`config.mk`:
```
export PLATFORM = sky130hd
export DESIGN_NAME = imem_boot_loader
export DESIGN_NICKNAME = d
export VERILOG_FILES = /design/src/rtl/imem_boot_loader.sv
export SDC_FILE = /design/constraint.sdc
export NUM_CORES = 1
export LEC_CHECK = 0
export BUFFER_PORTS_ARGS = -buffer_cell sky130_fd_sc_hd__buf_2
export CORE_ASPECT_RATIO = 0.7
export CORE_UTILIZATION = 50
export DETAILED_ROUTE_END_ITERATION = 6
export PLACE_DENSITY = 0.79
export SYNTH_ARGS = -nofsm -noshare
export SYNTH_HDL_FRONTEND = slang
export SYNTH_SLANG_ARGS = --single-unit
export TNS_END_PERCENT = 50
```
`constraint.sdc`:
```
create_clock -name clk -period 3.3 [get_ports clk]
set_clock_uncertainty 0.1 [all_clocks]
set_input_delay 0.33 -clock clk [delete_from_list [all_inputs] [get_ports clk]]
set_output_delay 0.33 -clock clk [all_outputs]
set_load 0.005 [all_outputs]
```
`src/rtl/imem_boot_loader.sv`:
```
// rtl/imem_boot_loader.sv - streams a program into instruction memory, stalls then resets the pipeline
//
// Optional feature macro: IMEM_BOOT_LOADER_CHECKSUM_EN (trailing checksum word on the stream)
//
// Ports:
//   clk, reset            - system clock, synchronous active-high reset
//   start, word_count     - load request and number of words (sampled on start)
//   s_valid/s_data/s_ready- program word stream
//   mem_we/mem_wa/mem_wd  - registered instruction memory write port (byte address)
//   cpu_stall, cpu_reset  - pipeline freeze and pipeline reset request
//   busy, done, error     - status: not idle, load-complete pulse, sticky error
module imem_boot_loader #(
    parameter int DEPTH        = 1024,
    parameter int AW           = $clog2(DEPTH),
    parameter int RESET_CYCLES = 4
) (
    input  logic          clk,
    input  logic          reset,
    input  logic          start,
    input  logic [AW:0]   word_count,
    input  logic          s_valid,
    input  logic [31:0]   s_data,
    output logic          s_ready,
    output logic          mem_we,
    output logic [31:0]   mem_wa,
    output logic [31:0]   mem_wd,
    output logic          cpu_stall,
    output logic          cpu_reset,
    output logic          busy,
    output logic          done,
    output logic          error
);

`ifdef IMEM_BOOT_LOADER_CHECKSUM_EN
    typedef enum logic [2:0] {
        ST_IDLE, ST_LOAD, ST_CHECK, ST_DRAIN, ST_RELEASE
    } state_t;
`else
    typedef enum logic [2:0] {
        ST_IDLE, ST_LOAD, ST_DRAIN, ST_RELEASE
    } state_t;
`endif

    localparam logic [AW:0] DEPTH_W   = (AW + 1)'(DEPTH);
    localparam logic [7:0]  RST_LAST  = 8'(RESET_CYCLES - 1);

    state_t        state_q, state_d;
    logic [AW-1:0] index_q, index_d;
    logic [AW:0]   count_q, count_d;
    logic [7:0]    rst_cnt_q, rst_cnt_d;
    logic          s_ready_q, s_ready_d;
    logic          mem_we_q, mem_we_d;
    logic [31:0]   mem_wa_q, mem_wa_d;
    logic [31:0]   mem_wd_q, mem_wd_d;
    logic          cpu_stall_q, cpu_stall_d;
    logic          cpu_reset_q, cpu_reset_d;
    logic          busy_q, busy_d;
    logic          done_q, done_d;
    logic          error_q, error_d;
    logic          handshake;
    logic          last_word;
`ifdef IMEM_BOOT_LOADER_CHECKSUM_EN
    logic [31:0]   sum_q, sum_d;
    // Keeps the pipeline frozen after a checksum mismatch until a new load is accepted.
    logic          stall_hold_q, stall_hold_d;
`endif

    assign handshake = s_valid & s_ready_q;
    assign last_word = ({1'b0, index_q} == (count_q - (AW + 1)'(1)));

    always_comb begin
        state_d   = state_q;
        index_d   = index_q;
        count_d   = count_q;
        rst_cnt_d = rst_cnt_q;
        mem_we_d  = 1'b0;
        mem_wa_d  = mem_wa_q;
        mem_wd_d  = mem_wd_q;
        done_d    = 1'b0;
        error_d   = error_q;
`ifdef IMEM_BOOT_LOADER_CHECKSUM_EN
        sum_d        = sum_q;
        stall_hold_d = stall_hold_q;
`endif

        case (state_q)
            ST_IDLE: begin
                if (start) begin
                    if (word_count == '0) begin
                        done_d = 1'b1;
                    end else if (word_count > DEPTH_W) begin
                        error_d = 1'b1;
                    end else begin
                        error_d = 1'b0;
                        count_d = word_count;
                        index_d = '0;
                        state_d = ST_LOAD;
`ifdef IMEM_BOOT_LOADER_CHECKSUM_EN
                        sum_d        = '0;
                        stall_hold_d = 1'b0;
`endif
                    end
                end
            end
            ST_LOAD: begin
                if (handshake) begin
                    mem_we_d = 1'b1;
                    mem_wa_d = {{(30 - AW){1'b0}}, index_q, 2'b00};
                    mem_wd_d = s_data;
                    // Wraps to 0 only after the final word of a full-depth load; unused then.
                    index_d  = index_q + AW'(1);
`ifdef IMEM_BOOT_LOADER_CHECKSUM_EN
                    sum_d = sum_q + s_data;
                    if (last_word) state_d = ST_CHECK;
`else
                    if (last_word) state_d = ST_DRAIN;
`endif
                end
            end
`ifdef IMEM_BOOT_LOADER_CHECKSUM_EN
            ST_CHECK: begin
                // The checksum word is consumed but never written to memory.
                if (handshake) begin
                    if (s_data == sum_q) begin
                        state_d = ST_DRAIN;
                    end else begin
                        error_d      = 1'b1;
                        stall_hold_d = 1'b1;
                        state_d      = ST_IDLE;
                    end
                end
            end
`endif
            ST_DRAIN: begin
                rst_cnt_d = '0;
                state_d   = ST_RELEASE;
            end
            ST_RELEASE: begin
                if (rst_cnt_q == RST_LAST) begin
                    state_d = ST_IDLE;
                    done_d  = 1'b1;
                end else begin
                    rst_cnt_d = rst_cnt_q + 8'd1;
                end
            end
            default: begin
                state_d = ST_IDLE;
            end
        endcase

        // Status outputs are registered from the next state so they line up with it.
        busy_d      = (state_d != ST_IDLE);
        cpu_reset_d = (state_d == ST_RELEASE);
`ifdef IMEM_BOOT_LOADER_CHECKSUM_EN
        s_ready_d   = (state_d == ST_LOAD) || (state_d == ST_CHECK);
        cpu_stall_d = (state_d != ST_IDLE) || stall_hold_d;
`else
        s_ready_d   = (state_d == ST_LOAD);
        cpu_stall_d = (state_d != ST_IDLE);
`endif
    end

    always_ff @(posedge clk) begin
        if (reset) begin
            state_q     <= ST_IDLE;
            index_q     <= '0;
            count_q     <= '0;
            rst_cnt_q   <= '0;
            s_ready_q   <= 1'b0;
            mem_we_q    <= 1'b0;
            mem_wa_q    <= '0;
            mem_wd_q    <= '0;
            cpu_stall_q <= 1'b0;
            cpu_reset_q <= 1'b0;
            busy_q      <= 1'b0;
            done_q      <= 1'b0;
            error_q     <= 1'b0;
`ifdef IMEM_BOOT_LOADER_CHECKSUM_EN
            sum_q        <= '0;
            stall_hold_q <= 1'b0;
`endif
        end else begin
            state_q     <= state_d;
            index_q     <= index_d;
            count_q     <= count_d;
            rst_cnt_q   <= rst_cnt_d;
            s_ready_q   <= s_ready_d;
            mem_we_q    <= mem_we_d;
            mem_wa_q    <= mem_wa_d;
            mem_wd_q    <= mem_wd_d;
            cpu_stall_q <= cpu_stall_d;
            cpu_reset_q <= cpu_reset_d;
            busy_q      <= busy_d;
            done_q      <= done_d;
            error_q     <= error_d;
`ifdef IMEM_BOOT_LOADER_CHECKSUM_EN
            sum_q        <= sum_d;
            stall_hold_q <= stall_hold_d;
`endif
        end
    end

    assign s_ready   = s_ready_q;
    assign mem_we    = mem_we_q;
    assign mem_wa    = mem_wa_q;
    assign mem_wd    = mem_wd_q;
    assign cpu_stall = cpu_stall_q;
    assign cpu_reset = cpu_reset_q;
    assign busy      = busy_q;
    assign done      = done_q;
    assign error     = error_q;

endmodule

```
## Word level (Yosys, flattened, before mapping)

Cells that the tools add are included.
Widths: inputs -> output; s select.

| storage, ports and cells | value |
|---|---|
| flip-flop bits (word level) | 80 |
| latch bits | 0 |
| RAM bits | 0 |
| ROM bits | 0 |
| bits of input ports | 47 |
| output and inout port bits | 71 |
| word-level logic and storage cells | 63 |
| memories | 0 |

| cells by class | value |
|---|---|
| add/subtract/negate cells | 3 |
| multipliers | 0 |
| div/mod/pow operators | 0 |
| magnitude comparators | 1 |
| equal/unequal tests | 12 |
| shift-type cells | 0 |
| mux-type cells | 20 |
| bitwise logic cells | 4 |
| reductions and logical operators | 11 |

Operators by type and width:

| operator | count |
|---|---|
| $mux 10 | 4 |
| $pmux 10 s2 | 1 |
| $mux 3 | 6 |
| $pmux 8 s2 | 1 |
| $pmux 3 s4 | 1 |
| $eq 10x11->1 | 1 |
| $gt 11x11->1 const B | 1 |
| $logic_not 11->1 | 1 |
| $sub 11x1->11 const B | 1 |
| $add 10x1->10 const B | 1 |
| $ne 2x2->1 const B | 5 |
| $eq 3x2->1 const B | 3 |
| $add 8x1->8 const B | 1 |
| $eq 8x2->1 const B | 1 |
| $mux 8 | 1 |
| $eq 3x1->1 const B | 2 |
| $mux 1 | 5 |
| $reduce_and 5->1 | 1 |
| $reduce_and 2->1 | 2 |
| $reduce_and 4->1 | 1 |
| $reduce_bool 2->1 | 2 |
| $logic_not 3->1 | 1 |
| $not 1->1 | 3 |
| $reduce_and 3->1 | 1 |
| other kinds (4) | 4 |

## Longest topological paths before layout

| depth | value |
|---|---|
| word-level depth | 6 |
| gate-level depth with buffers | 7 |
| gate-level depth less buffers | 7 |

## Worst setup path before layout

Ideal clock, no wire load.

| path | value |
|---|---|
| path type | flip-flop to flip-flop |
| start point | register count_q[0] |
| end point | register state_q[0] |
| library setup time | 0.130 ns |
| arrival time | 2.098 ns |
| required time | 3.070 ns |
| slack | 0.972 ns |
| cell stages (with the launch flop) | 8 |
| path buffers | 0 |
| clock period less this slack | 2.328 ns |
| cells stage by stage | dfxtp_1 -> inv_1 -> ha_1 -> nor3b_1 -> or4b_1 -> a2111oi_0 -> nor4b_2 -> a31oi_1 |

| between the ends | value |
|---|---|
| cells in the longest elaborated chain, start to end | 5 |

Ends and longest elaborated chain:

| what | RTL line | RTL |
|---|---|---|
| start, declared | 49 | `logic [AW:0] count_q, count_d;` |
| start signal, assigned | 185 | `count_q <= count_d;` |
| $sub 11x1->11 | 69 | `assign last_word = ({1'b0, index_q} == (count_q - (AW + 1)'(1)));` |
| $eq 10x11->1 | 69 |  |
| $mux 3 | 116 | `if (last_word) state_d = ST_DRAIN;` |
| $mux 3 | 106 | `if (handshake) begin` |
| $pmux 3 s4 | 86 | `case (state_q)` |
| end signal, assigned | 183 | `state_q <= state_d;` |
| end, declared | 47 | `state_t state_q, state_d;` |

No other way between the ends.
A chain may end at the register's enable or synchronous reset.

## Worst setup path after layout

| path | value |
|---|---|
| start point | register count_q[0] |
| end point | register state_q[1] |

Same word-level chain as after synthesis.

==> tab_implementation.tex <==
\begin{tabular}{lr}
\hline
Metric & Value \\
\hline
\multicolumn{2}{l}{\textbf{Layout}} \\
N\_diodes & 0 \\
Most common cell after layout, fill and taps aside & sky130\_fd\_sc\_hd\_\_nand2\_1 \\
Layout Nets & 579 \\
\# fillers & 601 \\
Combined area of the multi-input logic cells & 1710 sq um \\
Ratio of cells with drive above 1 in the final layout & 0.227 \\
Register area & 1600 sq um \\
Area growth from synthesis to final layout & 19.5\% \\
Most frequent cells in the layout & sky130\_fd\_sc\_hd\_\_nand2\_1 (105), sky130\_fd\_sc\_hd\_\_buf\_2 (95), sky130\_fd\_sc\_hd\_\_dfxtp\_1 (80) \\
\multicolumn{2}{l}{\textbf{Route}} \\
Routed via count divided by cell count & 5.17 \\
WL per Instance & 13.4 um \\
Count of antenna-violating nets left after detailed routing & 0 \\
DRC viols & 0 \\
WL final & 8380 um \\
Drt first pass iters & 7 \\
First-iteration detailed-routing DRC count & 191 \\
Vias post-DR & 3241 \\
\multicolumn{2}{l}{\textbf{Synth}} \\
Cell Area, Synth & 3510 sq um \\
Average instance area after synthesis & 8.00 sq um \\
Part of the Yosys area used for sequential elements & 0.457 \\
Post-synth cell types & 45 \\
Count of yosys warnings during synthesis & 0 \\
Share of flip-flops with an asynchronous set or reset & 0 \\
Register bit total from synthesis & 80 \\
Number of instances in the synthesized netlist & 438 \\
Count of flip-flops with a built-in enable after synthesis & 0 \\
Main synth FF type & sky130\_fd\_sc\_hd\_\_dfxtp\_1 \\
\multicolumn{2}{l}{\textbf{Timing}} \\
RSZ-0062 raised after global routing & false \\
Final-report max-slew violation count & 0 \\
Slew HR & 0.632 \\
Transition time of the tightest slew-check pin & 0.550 ns \\
Setup-failing EPs final & 0 \\
Aggregate negative setup slack & 0 ns \\
Fmax & 0.365 GHz \\
Worst hold margin & 0.109 ns \\
Post-route fraction of the period consumed by the critical path & 0.830 \\
Final hold viol count & 0 \\
Final critical path time including I/O delays and setup & 2.74 ns \\
Final setup slack of the worst path & 0.562 ns \\
\multicolumn{2}{l}{\textbf{Run}} \\
Max-cap violation count & 0 \\
\multicolumn{2}{l}{\textbf{Clock network}} \\
CTS Sinks & 80 \\
Clock Pin Slew Worst Setup and Hold Paths & 0.08 ns \\
Maximum buffer depth of the clock tree & 2 \\
Clk Latency, worst-skew pair & 0.35 ns \\
Number of levels the H-tree was split into & 3 \\
Cells resized by post-CTS repair & 0 \\
CTS root buf & sky130\_fd\_sc\_hd\_\_clkbuf\_8 \\
Hold buffers post-CTS & 0 \\
Setup Fix Bufs, Post-CTS & 0 \\
Clock tree from TritonCTS & done \\
Number of clock buffers inserted by TritonCTS & 9 \\
\multicolumn{2}{l}{\textbf{Floorplan}} \\
Area of the core & 6760 sq um \\
Total number of placement rows & 25 \\
Die X & 102 um \\
Initial core utilization & 0.519 \\
Top-level port count & 118 \\
Die H & 72.1 um \\
Die Area & 7360 sq um \\
\multicolumn{2}{l}{\textbf{Worst setup path}} \\
Worst Path Required & 3.49 ns \\
Crit-path slowest cell & sky130\_fd\_sc\_hd\_\_nor3b\_1 \\
R2r startpoint & count\_q[0]\$\_SDFFE\_PP0P\_ \\
Maximum fanout along the worst path & 5 \\
Endpoint of the most critical setup path & state\_q[1]\$\_SDFF\_PP0\_ \\
Crit-path cells & inv\_1, ha\_1, nor3b\_1, or4b\_1, a2111oi\_0, nor4b\_2, a31o\_1 \\
Cell depth of the worst flop-to-flop path & 7 \\
Critical register-to-register path endpoint & state\_q[1]\$\_SDFF\_PP0\_ \\
Worst-case register-to-register setup slack & 0.56 ns \\
Category of the worst setup path capture point & flip-flop \\
Maximum cell stage delay along the critical path & 0.48 ns \\
Critical path type & flip-flop to flip-flop \\
First element of the critical path & count\_q[0]\$\_SDFFE\_PP0P\_ \\
Critical path arrival & 2.93 ns \\
Element type at the critical path start & flip-flop \\
\multicolumn{2}{l}{\textbf{GRT}} \\
Initial antenna violation count & 0 \\
Pin count of the biggest net entering global routing & 52 \\
Vias in the first global route & 2879 \\
Wire length of the first global-routing pass & 13300 um \\
Gr ovfl total & 0 \\
GRT Util Overall & 0.235 \\
\multicolumn{2}{l}{\textbf{Pwr}} \\
Relative contribution of sequential cells to total power & 0.523 \\
P\_leak & 0.00178 uW \\
Part of the power in combinational logic & 0.084 \\
Switching share of power & 0.230 \\
Internal power component & 1470 uW \\
Switching power summed over all nets & 438 uW \\
Pwr/cell area & 455 nW/um\^{}2 \\
Max rail drop VDD & 0.235 mV \\
Relative contribution of the clock network to total power & 0.393 \\
Total Power Consumption & 1900 uW \\
\multicolumn{2}{l}{\textbf{Place}} \\
Number of I/O port buffers & 95 \\
Final GP Congestion & 0.935 \\
Worst slack at placement & 0.627 ns \\
HPWL reported at the end of detailed placement & 6030 um \\
\multicolumn{2}{l}{\textbf{Run status}} \\
Run status & completed \\
\multicolumn{2}{l}{\textbf{Worst hold path}} \\
Class of the most critical hold timing path & input port to flip-flop \\
\hline
\end{tabular}
==> synth_stat cells (6+ instances only) <==
cell	n	area share
sky130_fd_sc_hd__inv_1	7	0.0075
sky130_fd_sc_hd__xnor2_1	7	0.017
sky130_fd_sc_hd__a21oi_1	66	0.094
sky130_fd_sc_hd__nand2_1	105	0.11
sky130_fd_sc_hd__nor2_1	22	0.024
sky130_fd_sc_hd__clkbuf_1	22	0.024
sky130_fd_sc_hd__nand3_1	8	0.011
sky130_fd_sc_hd__dfxtp_1	80	0.46
sky130_fd_sc_hd__nand4_1	6	0.011
sky130_fd_sc_hd__buf_4	23	0.049
sky130_fd_sc_hd__nor3_1	6	0.0086
sky130_fd_sc_hd__o21ai_0	14	0.020
sky130_fd_sc_hd__xor2_1	13	0.032
==> state kept, by name (all words and copies together) (netlist names), 3 cells and up <==
register   cells
mem_wd        32
count_q       11
rst_cnt_q      8
mem_wa        10
state_q        3
index_q       10
==> power groups by stage <==
| stage | Sequential [uW] | Clock [uW] | Combinational, uW |
|---|---|---|---|
| 3_3_place_gp | 1020 | 0 | 153 |
| 4_1_cts | 996 | 769 | 158 |
| 3_5_place_dp | 1020 | 0 | 157 |
| 5_1_grt | 998 | 799 | 178 |
| 2_1_floorplan | 1010 | 0 | 119 |
| 6_report | 997 | 747 | 160 |
==> worst max-delay path: cells and delay by family (launching register included) <==
family          cells  cell delay (ns)
flops               1             0.35
compound gates      2             0.65
simple gates        3             1.34
buf+inv             1             0.07
fa+ha+maj           1             0.17
==> logic make-up after synthesis <==
group                      after synthesis  synth area share
xor gates and xnor gates                20            0.0500
other                                    1           0.00107
AOI/OAI and AO/OA                      104             0.169
buffers and inverters                   52            0.0803
DFF                                     80             0.457
adders and majority gates                3            0.0107
and+or+nand+nor                        178             0.232
==> metrics by stage <==
| step | cell area, sq um | util | std cells |
|---|---|---|---|
| 5_1_grt | 4190 | 0.620 | 627 |
| 6_report | 4190 | 0.620 | 627 |
| 3_5_place_dp | 3990 | 0.590 | 612 |
| 2_1_floorplan | 3590 | - | 460 |
| 3_3_place_gp | 3990 | 0.590 | 612 |
| 4_1_cts | 4190 | 0.620 | 627 |
==> cell type report <==
class / count / share of cell area
clock inverter: 4 / 0.0167
timing repair buffer: 103 / 0.128
inverter: 7 / 0.00627
multi-input combinational: 328 / 0.407
clock buffer: 11 / 0.0314
tap: 94 / 0.0281
sequential: 80 / 0.382
==> metal layers <==
layer  track usage  routed length [um]
met1         0.313                3910
met4        0.0889                  95
met3        0.0992                 796
met5             0                   0
met2         0.341                3580
==> how the worst min path moves through the flow <==
stage / start / to / depth (start not counted)
2_1_floorplan: mem_wa[10]$_SDFFE_PP0P_ / mem_wa[10]$_SDFFE_PP0P_ / 2
3_3_place_gp: mem_wd[5]$_SDFFE_PP0P_ / mem_wd[5]$_SDFFE_PP0P_ / 2
3_5_place_dp: mem_wd[5]$_SDFFE_PP0P_ / mem_wd[5]$_SDFFE_PP0P_ / 2
4_1_cts: s_data[31] / mem_wd[31]$_SDFFE_PP0P_ / 3
5_1_grt: s_data[31] / mem_wd[31]$_SDFFE_PP0P_ / 3
6_report: s_data[8] / mem_wd[8]$_SDFFE_PP0P_ / 3
(Power assumes the default switching activity.)
